[src/rtl/separator_ejector_pkg.sv]
// Shared types for the separator ejector.
//   bin_t      : 2-bit classification code from the light separator
//   BIN_*      : bin codes (PASS = no eject, A/B/C = valve 0/1/2)
//   entry_t    : pending-eject record {bin, target position} at default width
//   DEF_*      : default position counter and pulse field widths
package separator_pkg;

    localparam int DEF_POS_W   = 16;
    localparam int DEF_PULSE_W = 8;

    typedef logic [1:0] bin_t;

    localparam bin_t BIN_PASS = 2'd0;
    localparam bin_t BIN_A    = 2'd1;
    localparam bin_t BIN_B    = 2'd2;
    localparam bin_t BIN_C    = 2'd3;

    typedef struct packed {
        bin_t                 bin;
        logic [DEF_POS_W-1:0] target;
    } entry_t;

endpackage

[src/rtl/separator_ejector_if.sv]
// Classification-result handshake between the light separator and the ejector.
//   item_valid : result present (driven by separator)
//   item_bin   : classification code (driven by separator)
//   item_ready : ejector takes the result this cycle (driven by ejector)
// Handshake: a result transfers on a rising clk edge where item_valid and
// item_ready are both high; item_ready never depends on item_valid.
interface separator_ejector_if;
    import separator_pkg::*;

    logic item_valid;
    logic item_ready;
    bin_t item_bin;

    modport master (output item_valid, output item_bin, input item_ready);
    modport slave  (input item_valid, input item_bin, output item_ready);

endinterface

[src/rtl/separator_ejector_valve_pulse.sv]
// One air-valve pulse generator.
//   clk, rst  : clock, synchronous active-high reset
//   trig      : load the counter this cycle (retrigger reloads, no gap)
//   pulse_len : open time in clk cycles; 0 behaves as 1
//   valve     : high while the counter is non-zero
module valve_pulse #(
    parameter int PULSE_W = 8
) (
    input  logic               clk,
    input  logic               rst,
    input  logic               trig,
    input  logic [PULSE_W-1:0] pulse_len,
    output logic               valve
);

    logic [PULSE_W-1:0] cnt;

    always_ff @(posedge clk) begin
        if (rst) begin
            cnt <= '0;
        end else if (trig) begin
            cnt <= (pulse_len == '0) ? PULSE_W'(1) : pulse_len;
        end else if (cnt != '0) begin
            cnt <= cnt - PULSE_W'(1);
        end
    end

    // Gated by rst so the valve drops in the very cycle reset is applied.
    assign valve = (cnt != '0) && !rst;

endmodule

[src/rtl/separator_ejector.sv]
// Conveyor separator ejector: queues classified items with the conveyor
// position at which they reach the valves, and fires the matching air valve
// when the encoder position gets there.
//   clk, rst   : clock, synchronous active-high reset
//   item       : classification handshake (slave side)
//   enc_tick   : one-cycle encoder pulse, advances the position counter
//   cfg_delay  : ticks from classification to valve (< 2^(POS_W-1))
//   cfg_pulse  : valve open time in clk cycles (0 acts as 1)
//   valve      : air-valve drives, bit n fires for bin n+1
//   pending    : number of queued ejects
//   late_err   : sticky, an item's position went by before it could fire
module separator_ejector
    import separator_pkg::*;
#(
    parameter int DEPTH   = 8,
    parameter int POS_W   = DEF_POS_W,
    parameter int PULSE_W = DEF_PULSE_W
) (
    input  logic                     clk,
    input  logic                     rst,
    separator_ejector_if.slave       item,
    input  logic                     enc_tick,
    input  logic [POS_W-1:0]         cfg_delay,
    input  logic [PULSE_W-1:0]       cfg_pulse,
    output logic [2:0]               valve,
    output logic [$clog2(DEPTH):0]   pending,
    output logic                     late_err
);

    localparam int AW = $clog2(DEPTH);

    // Same layout as entry_t, but sized by this instance's POS_W.
    typedef struct packed {
        bin_t             bin;
        logic [POS_W-1:0] target;
    } slot_t;

    slot_t           mem [DEPTH];
    logic [AW-1:0]   wr_ptr;
    logic [AW-1:0]   rd_ptr;
    logic [AW:0]     count;
    logic [POS_W-1:0] pos;
    logic [POS_W-1:0] pos_next;
    logic [POS_W-1:0] head_diff;
    slot_t           head;
    logic            full;
    logic            push;
    logic            hit;
    logic            late;
    logic            pop;
    logic [2:0]      trig;

    assign full     = (count == (AW + 1)'(DEPTH));
    assign item.item_ready = !full && !rst;

    // Target uses the position after any same-cycle tick.
    assign pos_next = pos + POS_W'(enc_tick);
    assign push     = item.item_valid && item.item_ready && (item.item_bin != BIN_PASS);

    // Modular distance of the head target behind pos: 0 = due now,
    // lower half = already passed, upper half = still ahead.
    assign head      = mem[rd_ptr];
    assign head_diff = pos - head.target;
    assign hit       = (count != '0) && (head_diff == '0);
    assign late      = (count != '0) && (head_diff != '0) && !head_diff[POS_W-1];
    assign pop       = hit || late;

    always_ff @(posedge clk) begin
        if (push) begin
            mem[wr_ptr] <= '{bin: item.item_bin, target: pos_next + cfg_delay};
        end
    end

    always_ff @(posedge clk) begin
        if (rst) begin
            pos      <= '0;
            wr_ptr   <= '0;
            rd_ptr   <= '0;
            count    <= '0;
            late_err <= 1'b0;
        end else begin
            pos <= pos_next;
            if (push) wr_ptr <= wr_ptr + AW'(1);
            if (pop)  rd_ptr <= rd_ptr + AW'(1);
            case ({push, pop})
                2'b10:   count <= count + (AW + 1)'(1);
                2'b01:   count <= count - (AW + 1)'(1);
                default: count <= count;
            endcase
            if (late) late_err <= 1'b1;
        end
    end

    for (genvar i = 0; i < 3; i++) begin : g_valve
        assign trig[i] = hit && (head.bin == bin_t'(i + 1));

        valve_pulse #(.PULSE_W(PULSE_W)) u_valve (
            .clk       (clk),
            .rst       (rst),
            .trig      (trig[i]),
            .pulse_len (cfg_pulse),
            .valve     (valve[i])
        );
    end

    assign pending = count;

endmodule

[src/flat_wrapper.sv]
// flat-port wrapper written by rule: the top's interface ports become plain ports
module separator_ejector_flat import separator_pkg::*;
#(
    parameter int DEPTH   = 8,
    parameter int POS_W   = DEF_POS_W,
    parameter int PULSE_W = DEF_PULSE_W
)
  (clk, rst, enc_tick, cfg_delay, cfg_pulse, valve, pending, late_err, item_item_valid, item_item_bin, item_item_ready);
  separator_ejector_if item_i ();
  input  logic clk;
  input  logic rst;
  input  logic enc_tick;
  input  logic [POS_W-1:0] cfg_delay;
  input  logic [PULSE_W-1:0] cfg_pulse;
  output logic [2:0] valve;
  output logic [$clog2(DEPTH):0] pending;
  output logic late_err;
  input wire logic [$bits(item_i.item_valid)-1:0] item_item_valid;
  input wire logic [$bits(item_i.item_bin)-1:0] item_item_bin;
  output wire logic [$bits(item_i.item_ready)-1:0] item_item_ready;
  assign item_i.item_valid = item_item_valid;
  assign item_i.item_bin = item_item_bin;
  assign item_item_ready = item_i.item_ready;
  separator_ejector #(.DEPTH(DEPTH), .POS_W(POS_W), .PULSE_W(PULSE_W)) u_core (.clk(clk), .rst(rst), .item(item_i), .enc_tick(enc_tick), .cfg_delay(cfg_delay), .cfg_pulse(cfg_pulse), .valve(valve), .pending(pending), .late_err(late_err));
endmodule
[config.mk]
export PLATFORM = sky130hd
export DESIGN_NAME = separator_ejector_flat
export DESIGN_NICKNAME = d
export VERILOG_FILES = /design/src/rtl/separator_ejector_pkg.sv /design/src/rtl/separator_ejector_if.sv /design/src/rtl/separator_ejector_valve_pulse.sv /design/src/rtl/separator_ejector.sv /design/src/flat_wrapper.sv
export SDC_FILE = /design/constraint.sdc
export NUM_CORES = 1
export LEC_CHECK = 0
export BUFFER_PORTS_ARGS = -buffer_cell sky130_fd_sc_hd__buf_2
export CORE_MARGIN = 4
export CORE_UTILIZATION = 56
export CTS_CLUSTER_DIAMETER = 60
export DETAILED_ROUTE_END_ITERATION = 10
export MAX_ROUTING_LAYER = met4
export PLACE_DENSITY = 0.88
export RECOVER_POWER = 25
export SLEW_MARGIN = 20
export SYNTH_ARGS = -nofsm -noshare
export SYNTH_HDL_FRONTEND = slang
export SYNTH_HIERARCHICAL = 1
export SYNTH_SLANG_ARGS = --single-unit
[constraint.sdc]
create_clock -name clk -period 5.05 [get_ports clk]
set_input_delay 0.2525 -clock clk [delete_from_list [all_inputs] [get_ports clk]]
set_output_delay 0.2525 -clock clk [all_outputs]
set_load 0.01 [all_outputs]
==> flow_metrics.py <==
metrics = {
    "outcome": {
        "status": "complete, no violations",
    },
    "detailed_routing": {
        "num_vias": 6471,
        "detail-route-antenna-nets": 0,
        "drc": 0,
        "wl_per_cell_um": 20.9,
        "firstDrtPassIters": 5,
        "drt_wl_total_um": 21300,
        "via_per_inst": 6.36,
        "drtIter0Drc": 530,
    },
    "timing": {
        "finClkSkew_ns": 0.00769,
        "min_period_over_period_pct": 89.7,
        "worst_slew_pin_slew_ns": 1.43,
        "holdWs_ns": 0.129,
        "rsz0062_at_grt": "no",
        "max_freq_ghz": 0.221,
        "setup-violations-final": 0,
        "setup_tns_ns": 0,
        "period_minus_slack_ns": 4.53,
        "slew_headroom_pct": 4.53,
        "slew_viol_final": 0,
        "hold_viol_final": 0,
    },
    "setup_path": {
        "crit_required_ns": 5.41,
        "worst-r2r-cell-count": 18,
        "critPathKind": "register to register",
        "crit_fanout": 35,
        "r2r_end": "u_core/pending[3]$_SDFFE_PP0P_",
        "crit_path_end_kind": "register",
        "cp-endpoint": "u_core/pending[3]$_SDFFE_PP0P_",
        "arrival_ns": 4.89,
        "r2r_setup_slack_ns": 0.52,
        "start_kind": "register",
    },
    "place": {
        "hpwl_um": 13800,
        "io_buffer_count": 38,
        "gp_congestion": 0.968,
    },
    "power": {
        "pwr-share-clk_pct": 29.7,
        "pwr-share-seq_pct": 42.7,
        "pwr-share-comb_pct": 27.6,
        "powerDensity_nw_per_um2": 432,
        "p_int_mw": 3.27,
        "power.leakage_nw": 3.77,
        "p_switching_mw": 1.37,
        "switching_share_pct": 29.6,
        "ir_drop_mv": 0.250,
    },
    "synthesis": {
        "yosysWarnings": 6,
        "synth_most_common_cell": "edfxtp_1",
        "ys_top_cells_by_area": "edfxtp_1 45%, dfxtp_1 11%, mux4_2 8.4%",
        "synthArstFlopShare_pct": 0,
        "synth_top_flop_cell": "edfxtp_1",
        "synth_common_cells": "144 x edfxtp_1, 54 x dfxtp_1, 53 x nor2_1",
        "ys_ff_latch": 198,
        "synth_edf_count": 144,
        "yosysUniqueCellTypes": 66,
        "syn_area_per_cell_um2": 13.0,
        "ys_seq_area_share_pct": 56.2,
        "synth_top_area_share_pct": 45.0,
        "postSynthCellCount": 738,
        "synth_top_area_cell": "edfxtp_1",
        "synth_area_um2": 9620,
        "synthesis.nets": 810,
    },
    "die": {
        "coreArea_um2": 16700,
        "floorplan.die_area_um2": 19300,
        "die_x_um": 139,
        "row_count": 47,
        "io_pins": 39,
        "die_h_um": 139,
        "start_util_pct": 57.6,
    },
    "final_layout": {
        "diodes": 0,
        "area_growth_pct": 11.6,
        "fillers": 1146,
        "nets": 858,
        "drive_gt1_share_pct": 17.0,
    },
    "cts": {
        "cts_tree": "built",
        "cts_inserted_buffers": 17,
        "post_cts_resized": 0,
        "cts_root_buffer": "clkbuf_16",
        "clk_pin_slew_ns": 0.07,
        "htree_levels": 4,
        "cts_setup_buffers": 0,
        "ctsLongestPathBuffers": 2,
        "cts.sinks": 198,
        "worstSkewPairLatency_ns": 0.43,
        "hold_buffers": 0,
    },
    "global_route": {
        "grt_pass1_vias": 6382,
        "grt_use_total_pct": 23.3,
        "grt_pass1_wl_um": 34200,
        "antenna_found_initial": 0,
        "grt_max_degree": 47,
        "grt_overflow": 0,
    },
    "hold_path": {
        "whs_path_depth": 3,
        "hp-class": "input port to register",
    },
    "run": {
        "timing.max_cap.violations": 0,
    },
}
flip-flops by register name, summed over array words and instances, names as in the netlist, named ones only:
register / flops
u_core/mem: 144
u_core/g_valve.u_valve/cnt: 24
u_core/pos: 16
u_core/pending: 4
u_core/rd_ptr: 3
u_core/wr_ptr: 3
u_core/late_err: 1
layout by cell type (no fill, tap or decap), drive strengths merged, types with 11 or more instances in the layout:
| cell | count |
|---|---|
| a21oi | 33 |
| mux2i | 22 |
| or3 | 11 |
| xor2 | 14 |
| and3 | 12 |
| nand3 | 20 |
| and2 | 17 |
| nor3 | 32 |
| dfxtp | 54 |
| edfxtp | 144 |
| nor2 | 53 |
| o21ai | 16 |
| mux4 | 36 |
| clkbuf | 28 |
| buf | 42 |
| inv | 29 |
| xnor2 | 28 |
| nor4 | 11 |
| nand2 | 28 |
| ha | 40 |
through the flow:
| stage | area (um2) | std cells | utilization (%) | power (mW) | setup WS [ns] |
|---|---|---|---|---|---|
| final | 10700 | 1018 | 64.2 | 4.64 | 0.519 |
| after global routing | 10700 | 1018 | 64.2 | 4.88 | 0.0737 |
| after CTS | 10700 | 1018 | 64.3 | 4.66 | 0.536 |
| after detailed placement | 10100 | 987 | 60.7 | 3.28 | 0.608 |
| after global placement | 10100 | 987 | 60.7 | 3.24 | 0.702 |
| after floorplan | 9620 | 738 | - | 3.00 | 0.334 |
how the worst min path moves through the flow:
stage,from,end,slack [ns]
floorplan,item_item_bin[0],u_core/mem[0][16]$_DFFE_PP_,0.35
global placement,u_core/late_err$_SDFFE_PP0P_,u_core/late_err$_SDFFE_PP0P_,0.46
detailed placement,u_core/late_err$_SDFFE_PP0P_,u_core/late_err$_SDFFE_PP0P_,0.49
CTS,item_item_bin[0],u_core/mem[6][16]$_DFFE_PP_,0.11
global route,cfg_pulse[1],u_core/g_valve[0].u_valve/cnt[1]$_SDFFE_PP0P_,0.12
finish,cfg_pulse[3],u_core/g_valve[1].u_valve/cnt[3]$_SDFFE_PP0P_,0.13
power by group through the flow:
stage | registers [mW] | logic (mW) | clock network (mW)
floorplan | 1.99 | 1.01 | 0
global placement | 2.01 | 1.24 | 0
detailed placement | 2.01 | 1.27 | 0
CTS | 1.98 | 1.29 | 1.40
global route | 1.99 | 1.42 | 1.46
finish | 1.98 | 1.28 | 1.38
cells by family after synthesis:
family	Yosys count	share of synthesized area, %
AOI/OAI and AO/OA	119	8.56
DFF	198	56.2
buffers and inverters	50	2.08
and+or+nand+nor	228	12.9
xor gates and xnor gates	42	3.83
muxes	59	10.8
adders and majority gates	42	5.62
critical path, cell delays in order (launching register included):
cell and delay, ns:
dfxtp_2 0.34, buf_12 0.27, mux4_2 0.56, mux2i_1 0.16, ha_1 0.31, a21oi_1 0.30
nand2_1 0.12, a21oi_1 0.26, a211o_1 0.20, a21boi_1 0.12, o211ai_4 0.28, inv_2 0.07
ha_1 0.23, ha_1 0.29, a21o_1 0.18, a21oi_1 0.17, xnor2_1 0.09, or3_1 0.33
a21oi_1 0.15
area by class of cell:
cell class	count	area, um2	area share [%]
Sequential cell	198	5410	50.4
Multi-Input combinational cell	490	4050	37.7
Clock buffer	18	429	4.00
Timing Repair Buffer	52	290	2.71
Tap cell	220	275	2.57
Clock inverter	13	178	1.66
Inverter	27	101	0.945
routing by layer:
layer  track usage, %  part of all wire (%)
met1             30.0                    40
met2             37.2                    50
met3             4.21                   7.0
met4             8.75                   3.2
met5                -                     0
No activity file was read; power rests on OpenSTA's default activity.
